$ cat config.mk
export PLATFORM = sky130hd
export DESIGN_NAME = sb_tx_msg_arbiter
export DESIGN_NICKNAME = d
export VERILOG_FILES = /design/src/rtl/sb_tx_arb_pkg.sv /design/src/rtl/sb_rr_arbiter.sv /design/src/rtl/sb_tx_msg_arbiter.sv
export SDC_FILE = /design/constraint.sdc
export NUM_CORES = 1
export LEC_CHECK = 0
export BUFFER_PORTS_ARGS = -buffer_cell sky130_fd_sc_hd__buf_2
export CAP_MARGIN = 20
export CORE_AREA = 2 2 249 251
export CTS_CLUSTER_SIZE = 40
export DETAILED_ROUTE_END_ITERATION = 6
export DIE_AREA = 0 0 251 253
export GPL_TIMING_DRIVEN = 0
export SKIP_CTS_REPAIR_TIMING = 1
export SLEW_MARGIN = 5
export SYNTH_ARGS = -nofsm -noshare
export SYNTH_HDL_FRONTEND = slang
export SYNTH_SLANG_ARGS = --single-unit
$ cat constraint.sdc
create_clock -name i_clk -period 5 [get_ports i_clk]
set_input_delay 1 -clock i_clk [delete_from_list [all_inputs] [get_ports i_clk]]
set_output_delay 1 -clock i_clk [all_outputs]
set_load 0.05 [all_outputs]
$ cat src/rtl/sb_tx_arb_pkg.sv
// Shared types and helpers for the sideband TX message arbiter.
// Holds the arbiter state encoding, the default framer widths and the
// flattened-bus slice extractor used to pick one requester's payload.
package sb_tx_arb_pkg;

   localparam int SB_HDR_W_DEF  = 62;
   localparam int SB_DATA_W_DEF = 64;

   // Widest single slice and widest flattened bus the helper can handle
   // (up to 8 requesters of up to 64 bits each).
   localparam int SLICE_MAX_W = 64;
   localparam int FLAT_MAX_W  = 8 * SLICE_MAX_W;

   typedef enum logic [2:0] {
      ST_IDLE,
      ST_LOAD,
      ST_WAIT_HDR,
      ST_WAIT_DATA,
      ST_DONE
   } sb_arb_state_e;

   // Return slice idx of width w from a zero-extended flattened bus; the
   // caller truncates the result to its own field width.
   function automatic logic [SLICE_MAX_W-1:0] sb_flat_slice(
      input logic [FLAT_MAX_W-1:0] flat,
      input int                    idx,
      input int                    w
   );
      return SLICE_MAX_W'(flat >> (idx * w));
   endfunction

endpackage

$ cat src/rtl/sb_rr_arbiter.sv
// Combinational round-robin selector: finds the first asserted request at
// or above the pointer, wrapping past NUM_REQ-1 back to 0.
module sb_rr_arbiter #(
   parameter int NUM_REQ = 4,
   parameter int PTR_W   = 2
) (
   input  logic [NUM_REQ-1:0] req_i,
   input  logic [PTR_W-1:0]   ptr_i,
   output logic [NUM_REQ-1:0] gnt_o,
   output logic [PTR_W-1:0]   idx_o,
   output logic               any_o
);

   logic [2*NUM_REQ-1:0] req_dbl;
   logic [NUM_REQ-1:0]   rot;
   logic [PTR_W-1:0]     off;
   logic [PTR_W:0]       sum;

   // Rotate so the pointer position lands on bit 0; doubling gives the wrap.
   assign req_dbl = {req_i, req_i};
   assign rot     = NUM_REQ'(req_dbl >> ptr_i);

   // Lowest set bit of the rotated vector, mapped back to an absolute index.
   always_comb begin
      off   = '0;
      any_o = 1'b0;
      for (int k = NUM_REQ - 1; k >= 0; k--) begin
         if (rot[k]) begin
            off   = PTR_W'(k);
            any_o = 1'b1;
         end
      end
      sum = {1'b0, ptr_i} + {1'b0, off};
      if (sum >= (PTR_W+1)'(NUM_REQ)) begin
         sum = sum - (PTR_W+1)'(NUM_REQ);
      end
      idx_o = sum[PTR_W-1:0];
   end

   generate
      for (genvar gi = 0; gi < NUM_REQ; gi++) begin : g_gnt
         assign gnt_o[gi] = any_o && (idx_o == PTR_W'(gi));
      end
   endgenerate

endmodule

$ cat src/rtl/sb_tx_msg_arbiter.sv
// Sideband TX message arbiter: grants one message source at a time
// (round-robin), loads its header/data into the framer with a one-cycle
// valid pulse and holds them until every packet phase has been emitted.
// Optional watchdog abort is compiled in with `define SB_ARB_WDOG_EN.
module sb_tx_msg_arbiter
   import sb_tx_arb_pkg::*;
#(
   parameter int NUM_REQ     = 4,
   parameter int HDR_W       = SB_HDR_W_DEF,
   parameter int DATA_W      = SB_DATA_W_DEF,
   parameter int WDOG_CYCLES = 1024
) (
   input  logic                      i_clk,
   input  logic                      i_rst_n,
   input  logic [NUM_REQ-1:0]        i_req,
   input  logic [NUM_REQ*HDR_W-1:0]  i_req_header,
   input  logic [NUM_REQ*DATA_W-1:0] i_req_data,
   input  logic [NUM_REQ-1:0]        i_req_has_data,
   output logic [NUM_REQ-1:0]        o_gnt,
   output logic [HDR_W-1:0]          o_header,
   output logic [DATA_W-1:0]         o_data,
   output logic                      o_header_valid,
   output logic                      o_d_valid,
   input  logic                      i_packet_valid,
   output logic                      o_busy,
   output logic                      o_err
);

   localparam int PTR_W = (NUM_REQ > 1) ? $clog2(NUM_REQ) : 1;

   sb_arb_state_e      state_q;
   logic [PTR_W-1:0]   ptr_q;
   logic [PTR_W-1:0]   ptr_d;
   logic [HDR_W-1:0]   header_q;
   logic [DATA_W-1:0]  data_q;
   logic               has_data_q;
   logic               valid_q;

   logic [NUM_REQ-1:0] arb_gnt;
   logic [PTR_W-1:0]   arb_idx;
   logic               arb_any;
   logic [HDR_W-1:0]   sel_header;
   logic [DATA_W-1:0]  sel_data;

   sb_rr_arbiter #(
      .NUM_REQ (NUM_REQ),
      .PTR_W   (PTR_W)
   ) u_rr (
      .req_i   (i_req),
      .ptr_i   (ptr_q),
      .gnt_o   (arb_gnt),
      .idx_o   (arb_idx),
      .any_o   (arb_any)
   );

   // Data is forced to zero for header-only packets: the framer treats any
   // non-zero data value as "data phase present".
   assign sel_header = HDR_W'(sb_flat_slice(FLAT_MAX_W'(i_req_header), int'(arb_idx), HDR_W));
   assign sel_data   = i_req_has_data[arb_idx]
                     ? DATA_W'(sb_flat_slice(FLAT_MAX_W'(i_req_data), int'(arb_idx), DATA_W))
                     : '0;
   assign ptr_d      = (arb_idx == PTR_W'(NUM_REQ - 1)) ? '0 : arb_idx + PTR_W'(1);

   // Grant is only offered in IDLE, and is held off while reset is asserted.
   assign o_gnt          = (i_rst_n && (state_q == ST_IDLE)) ? arb_gnt : '0;
   assign o_header       = header_q;
   assign o_data         = data_q;
   assign o_header_valid = valid_q;
   assign o_d_valid      = valid_q;
   assign o_busy         = (state_q != ST_IDLE);

`ifdef SB_ARB_WDOG_EN
   localparam int CNT_W = (WDOG_CYCLES > 2) ? $clog2(WDOG_CYCLES) : 1;

   logic [CNT_W-1:0] wdog_cnt_q;
   logic             err_q;
   logic             in_wait;
   logic             wdog_hit;

   assign in_wait  = (state_q == ST_WAIT_HDR) || (state_q == ST_WAIT_DATA);
   assign wdog_hit = in_wait && !i_packet_valid && (wdog_cnt_q == CNT_W'(WDOG_CYCLES - 1));
   assign o_err    = err_q;

   // Watchdog counts idle cycles in a wait state; any state change clears it.
   always_ff @(posedge i_clk or negedge i_rst_n) begin
      if (!i_rst_n) begin
         wdog_cnt_q <= '0;
      end else if (in_wait && !i_packet_valid && !wdog_hit) begin
         wdog_cnt_q <= wdog_cnt_q + CNT_W'(1);
      end else begin
         wdog_cnt_q <= '0;
      end
   end
`else
   assign o_err = 1'b0;
`endif

   // Packet sequencing FSM with registered framer-side outputs.
   always_ff @(posedge i_clk or negedge i_rst_n) begin
      if (!i_rst_n) begin
         state_q    <= ST_IDLE;
         ptr_q      <= '0;
         header_q   <= '0;
         data_q     <= '0;
         has_data_q <= 1'b0;
         valid_q    <= 1'b0;
`ifdef SB_ARB_WDOG_EN
         err_q      <= 1'b0;
`endif
      end else begin
         case (state_q)
            ST_IDLE: begin
               if (arb_any) begin
                  header_q   <= sel_header;
                  data_q     <= sel_data;
                  has_data_q <= i_req_has_data[arb_idx];
                  ptr_q      <= ptr_d;
                  valid_q    <= 1'b1;
                  state_q    <= ST_LOAD;
               end
            end
            ST_LOAD: begin
               valid_q <= 1'b0;
               state_q <= ST_WAIT_HDR;
            end
            ST_WAIT_HDR: begin
               if (i_packet_valid) begin
                  state_q <= has_data_q ? ST_WAIT_DATA : ST_DONE;
               end
`ifdef SB_ARB_WDOG_EN
               else if (wdog_hit) begin
                  err_q   <= 1'b1;
                  state_q <= ST_DONE;
               end
`endif
            end
            ST_WAIT_DATA: begin
               if (i_packet_valid) begin
                  state_q <= ST_DONE;
               end
`ifdef SB_ARB_WDOG_EN
               else if (wdog_hit) begin
                  err_q   <= 1'b1;
                  state_q <= ST_DONE;
               end
`endif
            end
            ST_DONE: begin
               // Gap cycle lets the framer clear its header-sent flag.
               header_q <= '0;
               data_q   <= '0;
`ifdef SB_ARB_WDOG_EN
               err_q    <= 1'b0;
`endif
               state_q  <= ST_IDLE;
            end
            default: begin
               state_q <= ST_IDLE;
            end
         endcase
      end
   end

endmodule
Yosys cells after proc, flatten, opt, wreduce, memory -nomap -nowiden:

Cells that the tools add are included.

* register bits: 133
* output and inout bits: 134
* word-level logic and storage cells: 64

* $add $sub $neg: 3
* multiply operators: 1
* magnitude comparators: 2
* equal/unequal tests: 10
* shifts and indexed selects: 3
* mux-type cells: 25
* reductions and logical operators: 14

Operators by type and width (count)
* $shr 256x8->64: 1
* $shr 248x8->62: 1
* $mux 64: 2
* $pmux 64 s2: 1
* $pmux 62 s2: 1
* $mux 62: 1
* $mux 2: 6
* $mux 3: 4
* $pmux 3 s4: 1
* $shr 8x2->4: 1
* $mul 2x5->7 const B: 1
* $eq 3x2->1 const B: 2
* $mux 1: 6
* $reduce_and 2->1: 3
* $logic_and 1x1->1: 5
* $eq 2x2->1 const B: 2
* $mux 4: 1
* $ne 2x2->1 const B: 2
* $reduce_bool 2->1: 2
* $add 2x2->3: 1
* $eq 3x1->1 const B: 1
* $eq 3x3->1 const B: 1
* $ge 3x3->1 const B: 1
* $logic_not 3->1: 1
* 10 further kinds: 10

Depth between registers and ports, before layout:

* word-level depth: 13
* depth in mapped cells: 13

Hierarchy:

From an unflattened synthesis, not the netlist that was laid out.

* cell total of the unflattened synthesis: 736
* area total of the unflattened synthesis: 8902.3 um^2

By module, submodules not included
* sb_tx_msg_arbiter: instances 1, cells each 698, area an instance 8640.8 um^2, seq. area each 3328.2 um^2
* sb_rr_arbiter: instances 1, cells each 38, area an instance 261.5 um^2, seq. area each 0.0 um^2

Worst setup path before layout:

No wires, ideal clock.

* path kind: in2out
* from: input port i_req[2]
* to: output port o_gnt[2]
* data arrival time: 3818 ps
* required time: 4000 ps
* setup slack: 182 ps
* stages: 11
* buffers on the path: 2
* path through: buf_6 -> nand2_1 -> a21oi_1 -> o22ai_1 -> o21a_1 -> ha_1 -> xnor2_1 -> nor4_1 -> or2_2 -> clkbuf_1 -> nor3b_1

* cells in the longest elaborated chain, start to end: 11
* elaborated cells between the ends (all ways): 16

Ends and longest elaborated chain
* start, declared: line sb_tx_msg_arbiter.sv:15 `input logic [NUM_REQ-1:0] i_req,`
* $shr 8x2->4 *: line sb_rr_arbiter.sv:21 `assign rot = NUM_REQ'(req_dbl >> ptr_i);`
* $mux 2 (4 in series): line sb_rr_arbiter.sv:28 `if (rot[k]) begin`
* $add 2x2->3: line sb_rr_arbiter.sv:33 `sum = {1'b0, ptr_i} + {1'b0, off};`
* $ge 3x3->1 or $sub 2x1->2 (tied branches): line sb_rr_arbiter.sv:34, sb_rr_arbiter.sv:35
* $mux 2: line sb_rr_arbiter.sv:34 `if (sum >= (PTR_W+1)'(NUM_REQ)) begin`
* $eq 2x2->1: line sb_rr_arbiter.sv:42 `assign gnt_o[gi] = any_o && (idx_o == PTR_W'(gi));`
* $logic_and 1x1->1 *: line sb_rr_arbiter.sv:42
* $mux 4 *: line sb_tx_msg_arbiter.sv:65 `assign o_gnt = (i_rst_n && (state_q == ST_IDLE)) ? arb_gnt : '0;`
* end, declared: line sb_tx_msg_arbiter.sv:19 `output logic [NUM_REQ-1:0] o_gnt,`

Mark *: on every way between the ends. The rest lies on a longest branch, timed or not.

Worst setup path after layout:

* from: input port i_req[3]
* to: output port o_gnt[3]

The elaborated chain is that of the path after synthesis.

==> impl_metrics.json <==
{
  "grt_start_max_net_pins": 72,
  "powerDensity_mw_per_mm2": 824,
  "fin_crit_sh": 0.940,
  "fmax_mhz": 213,
  "fillCellCount": 6837,
  "async_flop_share": 1.00,
  "setup_viol": 0,
  "viasPerCell": 4.62,
  "insertion_delay_ps": 470,
  "cts_buffer_depth": 2,
  "die_h_um": 253,
  "ys_ff_latch": 133,
  "syn2layout_area_growth_pct": 53.6,
  "cts_tree": "done",
  "critPathLaunchType": "input pin",
  "die_area_mm2": 0.0635,
  "hold_class": "in -> async",
  "finClkSkew_ps": 11.5,
  "min_period_ps": 4700,
  "htree_levels": 4,
  "crit_required_ps": 4000,
  "core_area_mm2": 0.0610,
  "overflow": 0,
  "p_int_uw": 5320,
  "synth.distinct_cells": 45,
  "yosysWarnings": 0,
  "synth_area_leaders": "dfrtp_1 36%, mux2i_1 27%, o221ai_1 18%, a22o_1 5.8%, nand2_1 3.1%",
  "grt_pass1_vias": 11013,
  "antenna_left": 0,
  "power_frac_clock": 0.126,
  "peakVddDrop_uv": 312,
  "total_power_uw": 11800,
  "relSlewSlack": 0.275,
  "routedWlPerCell_um": 23.2,
  "worstPathArrival_ps": 3700,
  "synth_top_area_cell": "dfrtp_1",
  "path_cells": "buf_2 -> nor2b_1 -> a21oi_1 -> o22ai_1 -> o21a_1 -> ha_1 -> xnor2_1 -> nor4_1 -> or2_2 -> clkbuf_1 -> ha_1 -> and3_1 -> buf_2",
  "gp_congestion": 0.817,
  "clk_pin_slew_ps": 60,
  "slowest_delay_ps": 560,
  "port_buffers": 646,
  "worst_pin_slew_ps": 1090,
  "drv_slew": 0,
  "rsz0062_at_grt": "false",
  "grt_pass1_wl_um": 75700,
  "seqPwrFrac": 0.153,
  "critical_path_peak_fanout": 6,
  "antenna_found_initial": 11,
  "num_rows": 91,
  "drive_gt1_frac": 0.472,
  "hold_violations": 0,
  "numCtsBuffers": 17,
  "nNetsFinal": 2068,
  "netSwitchingFraction": 0.550,
  "drcViolationCount": 0,
  "synthCells": 881,
  "vias": 10887,
  "hpwl_um": 45300,
  "initial_utilization": 0.153,
  "seq_area_frac_synth": 0.356,
  "cp-end-kind": "output port",
  "status": "finished clean",
  "combPwrFrac": 0.720,
  "crit_path_top_delay_cell": "nor4_1",
  "synth.avg_cell_area_um2": 10.6,
  "syn_area_mm2": 0.00936,
  "synth_fp_nets": 1399,
  "drt_wl_total_um": 54800,
  "leakage_uw": 0.00722,
  "netSwitchingPower_uw": 6510,
  "critPathKind": "in -> out",
  "cts_sinks": 133,
  "synthFlopType": "dfrtp_1",
  "drt_first_pass_iters": 5,
  "chipWidth_um": 251,
  "io_pins": 649,
  "yosys.area.top_type_share": 0.356,
  "reg2reg_slack_ps": 980,
  "fin_hold_ws_ps": 441,
  "grt_usage": 0.167,
  "synth-edff-count": 0,
  "cts-root-buf": "clkbuf_16",
  "drv_cap": 0,
  "drt_iter0_drc": 546
}
## cells by family (layout without fill, tap and decap cells)
group,after synthesis,after routing,share of synthesized area
AO/OA/AOI/OAI,272,272,0.250
multiplexers,255,255,0.274
flip-flops,133,133,0.356
AND/OR/NAND/NOR,113,113,0.0548
buffers and inverters,102,784,0.0587
adder cells (fa/ha/maj),3,3,0.00401
XOR/XNOR,2,2,0.00187
other,1,7,0.000401
## cells in the mapped netlist, drive strengths merged (3+ instances only)
library cell  number
clkbuf            50
nor3               7
o211ai             3
mux2i            254
nor3b              3
inv                3
o221ai           187
a21oi              3
o21ai              6
ha                 3
a22o              62
nor2               8
nand3              4
nor2b              3
dfrtp            133
buf               49
nand2             79
o21a               3
## placed cells by master, fill, tap and decap left out, drive strengths merged, types with 2 or more instances in the layout
cell type,n
clkbuf,68
nor2,8
a22o,62
buf,698
o21a,3
dfrtp,133
o211ai,3
bufinv,5
nand2b,2
mux2i,254
ha,3
o221ai,187
a21oi,3
nor3,7
nor2b,3
o21ai,6
diode,6
inv,9
nand3,4
nor3b,3
a31oi,2
clkinv,3
nand2,79
## per-stage QoR
stage	worst slack, ps	TNS (ps)	instance area [um^2]	utilization	instances
detailed placement	-684	-807	13700	0.224	2322
global route	42.2	0	14400	0.235	2359
global placement	-758	-2720	13600	0.222	2317
finish	298	0	14400	0.235	2359
CTS	-688	-688	14400	0.235	2354
floorplan	182	0	9360	-	881
## final timing paths
kind,from,to,cells past startpoint
max,i_req[3],o_gnt[3],13
min,i_rst_n,o_header[29],1
max reg2reg,ptr_q[1],o_data[34],12
min reg2reg,o_data[55],o_data[55],2
max in group asynchronous,i_rst_n,o_data[42],2
min in group i_clk,o_data[55],o_data[55],2
## critical path, delay by kind of cell
kind,cells,cell delay [ps]
xor+xnor,1,220
simple gates,4,1070
buf+inv,3,580
fa+ha+maj,2,420
compound gates,3,390
## sequential cells by signal, indices dropped and copies added (netlist names)
| signal | cells |
|---|---|
| has_data_q | 1 |
| o_data | 64 |
| ptr_q | 2 |
| o_d_valid | 1 |
| o_header | 62 |
| state_q | 3 |
## metal layers
metal,GRT usage,part of all wire,vias up
met3,0.0328,0.060,99
met2,0.303,0.51,599
met4,0.0895,0.043,6
met5,0,0.00078,-
li1,-,-,4938
met1,0.184,0.38,5245
## power groups by stage
stage               Combinational, uW  Clock, uW  Sequential [uW]
finish                           8520       1500             1810
global route                     9010       1580             1870
CTS                              8630       1550             1810
detailed placement               8610          0             1830
global placement                 8480          0             1810
floorplan                        4310          0             3280
## area by class of cell
class / instances / area (um^2) / share of cell area
multi-input combinational: 646 / 5480 / 0.381
timing repair buffer: 651 / 3340 / 0.232
tap: 790 / 988 / 0.0688
inverter: 3 / 11.3 / 0.000784
antenna: 6 / 15.0 / 0.00105
sequential: 133 / 3330 / 0.232
clock buffer: 17 / 425 / 0.0296
clock inverter: 15 / 241 / 0.0168
buffer: 98 / 539 / 0.0375
Power figures use the tool's default switching activity.
